## src/rtl/hog_stream_pkg.sv

```systemverilog
// Shared definitions for the HOG pixel stream blocks: stream FSM state
// encodings and a counter-sizing helper that never returns zero bits.
package hog_stream_pkg;

  typedef enum logic {
    S_IDLE  = 1'b0,
    S_SHIFT = 1'b1
  } stream_state_t;

  // Bits needed to count 0..n-1, with a floor of one bit so n==1 still
  // yields a legal vector.
  function automatic int clog2_min1(input int n);
    return (n <= 1) ? 1 : $clog2(n);
  endfunction

endpackage

```

## src/rtl/window_serializer.sv

```systemverilog
// window_serializer: unpacks one BLOCK_WIDTH-pixel window word per input
// handshake into a single-pixel valid/ready stream, LSB slice first.
// Optional macro WINDOW_SERIALIZER_MSB_FIRST_EN: emit the top slice first
// (holding register shifts left instead of right). out_last is unchanged.
module window_serializer
  import hog_stream_pkg::*;
#(
  parameter int DATA_WIDTH  = 8,
  parameter int BLOCK_WIDTH = 3,
  parameter int INPUT_WIDTH = DATA_WIDTH * BLOCK_WIDTH
) (
  input  logic                   clk,
  input  logic                   rst_n,
  input  logic [INPUT_WIDTH-1:0] in_data,
  input  logic                   in_valid,
  output logic                   in_ready,
  output logic [DATA_WIDTH-1:0]  out_data,
  output logic                   out_valid,
  input  logic                   out_ready,
  output logic                   out_last
);

  localparam int CNT_W = clog2_min1(BLOCK_WIDTH);
  localparam logic [CNT_W-1:0] LAST_CNT = CNT_W'(BLOCK_WIDTH - 1);

  stream_state_t          state_q, state_d;
  logic [CNT_W-1:0]       cnt_q, cnt_d;
  logic [INPUT_WIDTH-1:0] hold_q, hold_d;
  logic [INPUT_WIDTH-1:0] hold_shift;
  logic                   out_hs;
  logic                   in_hs;

  // Holding register after one element has been consumed; a single-element
  // word has nothing left to shift in, so it simply empties.
  generate
    if (BLOCK_WIDTH > 1) begin : g_shift
`ifdef WINDOW_SERIALIZER_MSB_FIRST_EN
      assign hold_shift = {hold_q[INPUT_WIDTH-DATA_WIDTH-1:0], {DATA_WIDTH{1'b0}}};
`else
      assign hold_shift = {{DATA_WIDTH{1'b0}}, hold_q[INPUT_WIDTH-1:DATA_WIDTH]};
`endif
    end else begin : g_noshift
      assign hold_shift = '0;
    end
  endgenerate

  // Stream outputs and handshakes; in_ready includes the same-cycle reload
  // path from out_ready so back-to-back words run without a bubble.
  always_comb begin
    out_valid = (state_q == S_SHIFT);
    out_last  = out_valid && (cnt_q == LAST_CNT);
`ifdef WINDOW_SERIALIZER_MSB_FIRST_EN
    out_data  = hold_q[INPUT_WIDTH-1 -: DATA_WIDTH];
`else
    out_data  = hold_q[DATA_WIDTH-1:0];
`endif
    out_hs    = out_valid && out_ready;
    in_ready  = (state_q == S_IDLE) || (out_hs && out_last);
    in_hs     = in_valid && in_ready;
  end

  // Next-state: a load wins over the shift, which covers both the idle
  // accept and the reload on the last-element handshake.
  always_comb begin
    state_d = state_q;
    cnt_d   = cnt_q;
    hold_d  = hold_q;
    if (in_hs) begin
      state_d = S_SHIFT;
      cnt_d   = '0;
      hold_d  = in_data;
    end else if (out_hs) begin
      hold_d = hold_shift;
      if (out_last) begin
        state_d = S_IDLE;
        cnt_d   = '0;
      end else begin
        cnt_d = cnt_q + CNT_W'(1);
      end
    end
  end

  // State, counter and holding register; reset discards any partial word.
  always_ff @(posedge clk or negedge rst_n) begin
    if (!rst_n) begin
      state_q <= S_IDLE;
      cnt_q   <= '0;
      hold_q  <= '0;
    end else begin
      state_q <= state_d;
      cnt_q   <= cnt_d;
      hold_q  <= hold_d;
    end
  end

endmodule

```

## config.mk

```make
export PLATFORM = sky130hd
export DESIGN_NAME = window_serializer
export DESIGN_NICKNAME = d
export VERILOG_FILES = /design/src/rtl/hog_stream_pkg.sv /design/src/rtl/window_serializer.sv
export SDC_FILE = /design/constraint.sdc
export NUM_CORES = 1
export LEC_CHECK = 0
export BUFFER_PORTS_ARGS = -buffer_cell sky130_fd_sc_hd__clkbuf_2
export CORE_ASPECT_RATIO = 1.25
export CORE_UTILIZATION = 30
export DETAILED_ROUTE_END_ITERATION = 6
export GPL_TIMING_DRIVEN = 0
export HOLD_SLACK_MARGIN = 0.12
export PLACE_DENSITY_LB_ADDON = 0.2
export SLEW_MARGIN = 10
export SYNTH_ARGS = -nofsm -noshare
export SYNTH_HDL_FRONTEND = slang
export SYNTH_SLANG_ARGS = --single-unit
```

## constraint.sdc

```tcl
create_clock -name clk -period 1.65 [get_ports clk]
set_clock_uncertainty 0.15 [all_clocks]
set_input_delay 0.0825 -clock clk [delete_from_list [all_inputs] [get_ports clk]]
set_output_delay 0.0825 -clock clk [all_outputs]
set_load 0.005 [all_outputs]
```

Word-level counts from Yosys, hierarchy flattened
Cells that the tools add are included.

Flip-flop bits (word level): 27. Input bits: 28. Output and inout bits: 11. Word-level logic and storage cells: 22.

Equality and inequality tests: 1. Add/sub/neg operators: 1. Multiplexer cells: 8. Reduce and logical (&&, ||, !) cells: 8. Bitwise operators: 1.

Operators with widths (number): 24-bit two-way mux (2); 2-bit two-way mux (3); 1-bit logical AND (4); 2-bit nonzero test (2); 1-bit two-way mux (3); 2-bit by 1-bit adder with 2-bit output, second input constant (1); 2-bit == test, second input constant (1); 2-bit AND reduction (1); 1-bit logical OR (1); 1-bit NOT (1).

Depth between registers and ports, before layout
Depth in word-level cells: 7. Mapped depth: 5. Depth with buffers taken out: 3.

Worst setup path before layout
OpenSTA, ideal clock, no wires.

Path type: register to register. From: register cnt_q[1]. To: register hold_q[0]. Data arrival time: 1.058 ns. Required time: 1.377 ns. Setup time: 0.123 ns. Buffers on the path: 1. Period minus slack after synthesis: 1.331 ns. Slack: 0.319 ns. Stages on the path, launching flop included: 5. Path through: dfrtp_1 -> nand3b_1 -> nand3_2 -> buf_6 -> o221a_1.

Longest elaborated chain between the ends: 6. Elaborated cells between the ends (all ways): 7. Those cells by class: eq/ne (1); mux (1); reduce/logical (5).

RTL lines: from (decl) (line window_serializer.sv:27) `logic [CNT_W-1:0] cnt_q, cnt_d;`; from (signal assigned) (line window_serializer.sv:91) `cnt_q <= cnt_d;`; 2-bit == test (*) (line window_serializer.sv:51) `out_last = out_valid && (cnt_q == LAST_CNT);`; 1-bit logical AND (*) (line window_serializer.sv:51); 1-bit logical AND (*) (line window_serializer.sv:58) `in_ready = (state_q == S_IDLE) || (out_hs && out_last);`; 1-bit logical OR (*) (line window_serializer.sv:58); 1-bit logical AND (*) (line window_serializer.sv:59) `in_hs = in_valid && in_ready;`; 24-bit two-way mux or 2-bit nonzero test (tied branches); to (signal assigned) (line window_serializer.sv:92) `hold_q <= hold_d;`; to (decl) (line window_serializer.sv:28) `logic [INPUT_WIDTH-1:0] hold_q, hold_d;`.

Mark *: on every way between the ends. The rest lies on a longest branch, timed or not. A chain may end at the register's enable or synchronous reset.

Worst setup path in the final report
From: register state_q, in the netlist out_valid. To: output out_last.

Longest elaborated chain between the ends: 1.

RTL lines: from (decl) (line window_serializer.sv:26) `stream_state_t state_q, state_d;`; from (signal assigned) (line window_serializer.sv:90) `state_q <= state_d;`; 1-bit logical AND (line window_serializer.sv:51); to (decl) (line window_serializer.sv:20) `output logic out_last`.

No other way between the ends.

==> reports/qor.csv <==
stage;metric;value;unit
synth;synth_edf_count;0;
sta;relSlewSlack;53.6;%
clock_tree;cts.path.max_buffers;2;
setup_path;crit_chain;clkbuf_2, and3b_2, clkbuf_2;
clock_tree;cts_tree;built;
setup_path;cp_data_required_time;1.42;ns
pwr;powerDensity;1280;nW/um^2
grt;grt_util_all_layers;16.2;%
cells_and_area;nets;234;
route;drt_wl_total;4.12;mm
pwr;ir_drop;0.560;mV
synth;synth_nets;166;
synth;syn_area;1560;sq um
die;die_x;66.4;um
clock_tree;path_clk_slew;0.09;ns
setup_path;worstPathMaxFanout;10;
sta;fin_crit_sh;95.0;%
route;postRouteAntennaNets;0;
placement;port_buffers;37;
route;drtIter0Drc;49;
route;avgRoutedWirePerCell;15.6;um
synth;syn_inst;138;
cells_and_area;diodes;0;
setup_path;worst_setup_path_end_kind;output pin;
placement;globalplace.congestion;0.766;
sta;tightest_slew;0.696;ns
placement;place_inst;235;
setup_path;worst_path_largest_cell_delay;0.48;ns
synth;synth-async-reset-ratio;100;%
setup_path;crit_top_cell;clkbuf_2;
pwr;power.total;2.72;mW
synth;ys_warn_count;0;
hold_path;hold_class;input port to flop;
cells_and_area;drive_above_1_share;33.2;%
die;start_util;31.9;%
sta;final-setup-viol-count;0;
setup_path;cp-start-kind;flop;
clock_tree;numCtsBuffers;3;
grt;antenna_found_initial;0;
clock_tree;clk_latency;0.27;ns
status;outcome;finished clean;
cells_and_area;synthToLayoutAreaGrowth;36.4;%
die;die_h;82.5;um
sta;period_needed;1.57;ns
sta;drv_slew;0;
synth;synth_area_leaders;dfrtp_1 (43%), o21ai_0 (11%), mux2i_1 (10%), o221a_1 (8.0%), a22o_1 (4.5%);
die;rows;28;
die;core;4870;sq um
sta;setup_tns;0;ns
sta;hold_viol;0;
grt;grt_pass1_vias;1364;
clock_tree;clock-sinks;27;
route;drt-pass1-iter-count;4;
synth;syn_avg_cell_area;11.3;sq um
setup_path;cp_slowest_cell;dfrtp_1;
cells_and_area;final_cell_count_no_fill;265;
synth;ys_seq_elements;27;
synth;yosysTopAreaCell;dfrtp_1;
route;vias_per_cell;5.24;
die;dieArea;5480;sq um
clock_tree;cts_setup_buffers;0;
pwr;p_leak;0.990;nW
placement;dp_hpwl;2.85;mm
synth;synth-main-ff-cell;dfrtp_1;
flow_run;maxCapViolCount;0;
grt;grt_first_pass_wirelength;6.61;mm
route;drc;0;
clock_tree;htreeDepth;1;
route;vias;1389;
setup_path;arrival;1.33;ns
grt;grt_max_degree;28;
setup_path;critPathKind;flop to output pin;
synth;ys_top_cells_by_count;o21ai_0 (33), dfrtp_1 (27), mux2i_1 (16), o221a_1 (11), buf_4 (9);
grt;overflow;0;
synth;ys_seq_area_share;43.4;%
sta;rsz0062_at_grt;false;
synth;ys_types;25;
synth;synth.most_common_cell;o21ai_0;
clock_tree;clock-root-buffer;clkbuf_8;
sta;fmax;638;MHz
sta;timing.hold.ws;0.195;ns
die;pin_count;39;
synth;synth.top_cell.area_share;43.4;%
## report_power, final
group | total (mW) | internal (mW) | leakage [nW] | switching [mW]
Sequential | 1.18 | 0.921 | 0.335 | 0.257
Combinational | 1.16 | 0.689 | 0.633 | 0.467
Clock | 0.388 | 0.173 | 0.0228 | 0.215
Total | 2.72 | 1.78 | 0.990 | 0.939
## sequential cells by signal (all words and copies together) (netlist names)
register	cells
cnt_q	2
hold_q	24
out_valid	1
## critical path: cells and delay by family (launching register included)
kind / cells / cell delay (ns)
AND/OR/NAND/NOR: 1 / 0.21
flip-flops: 1 / 0.48
buffers and inverters: 2 / 0.38
## per-stage QoR
| step | area (sq um) | util (%) | setup slack, ns |
|---|---|---|---|
| 2_1_floorplan | 1560 | - | 0.319 |
| 3_3_place_gp | 1820 | 37.3 | 0.176 |
| 3_5_place_dp | 1820 | 37.3 | 0.162 |
| 4_1_cts | 2120 | 43.6 | 0.0895 |
| 5_1_grt | 2120 | 43.6 | 0.0291 |
| 6_report | 2120 | 43.6 | 0.0826 |
## what timing repair did
item,CTS,global route
hold buffers,26,0
gates resized for setup,1,0
setup endpoints to repair,2,0
hold endpoints to repair,54,0
## cell type report
| class | instances | area (sq um) |
|---|---|---|
| tap | 60 | 75.1 |
| multi-input combinational | 91 | 723 |
| clock buffer | 4 | 45.0 |
| sequential | 27 | 676 |
| fill | 477 | 2750 |
| buffer | 19 | 154 |
| timing repair buffer | 63 | 445 |
| inverter | 1 | 3.75 |
## cell usage in the layout, fill, tap and decap left out, drive strengths merged, types with 2 or more instances in the layout
cell         netlist  final
a22o               8      8
mux2i             17     17
o221a             16     16
nand2              2      2
clkbuf             4     45
nand3b             2      2
buf               15     15
and3b              2      2
dfrtp             27     27
dlygate4sd3        0     26
o21ai             37     37
## metal layers
| metal | track usage (%) | share of wire, % | vias up |
|---|---|---|---|
| met1 | 19.2 | 45 | 681 |
| met5 | 0 | 0 | - |
| met2 | 29.5 | 51 | 45 |
| met4 | 6.60 | 1.4 | 0 |
| li1 | - | - | 657 |
| met3 | 1.92 | 3.0 | 6 |
## worst paths after layout
kind	from	end	slack, ns	cells after the start
max	out_valid	out_last	0.08	3
min	out_ready	cnt_q[0]	0.20	4
max reg2reg	cnt_q[1]	hold_q[11]	0.13	4
min reg2reg	hold_q[19]	hold_q[19]	0.36	1
max in group asynchronous	rst_n	hold_q[15]	0.68	2
min in group asynchronous	rst_n	hold_q[11]	0.22	2
## logic make-up after synthesis
family | Yosys count | share of synthesized area, %
buffers and inverters | 20 | 10.1
flip-flops | 27 | 43.4
multiplexers | 17 | 11.2
AO/OA/AOI/OAI | 61 | 28.2
AND/OR/NAND/NOR | 13 | 7.08
Note: power is estimated with default switching activity, not from simulation.
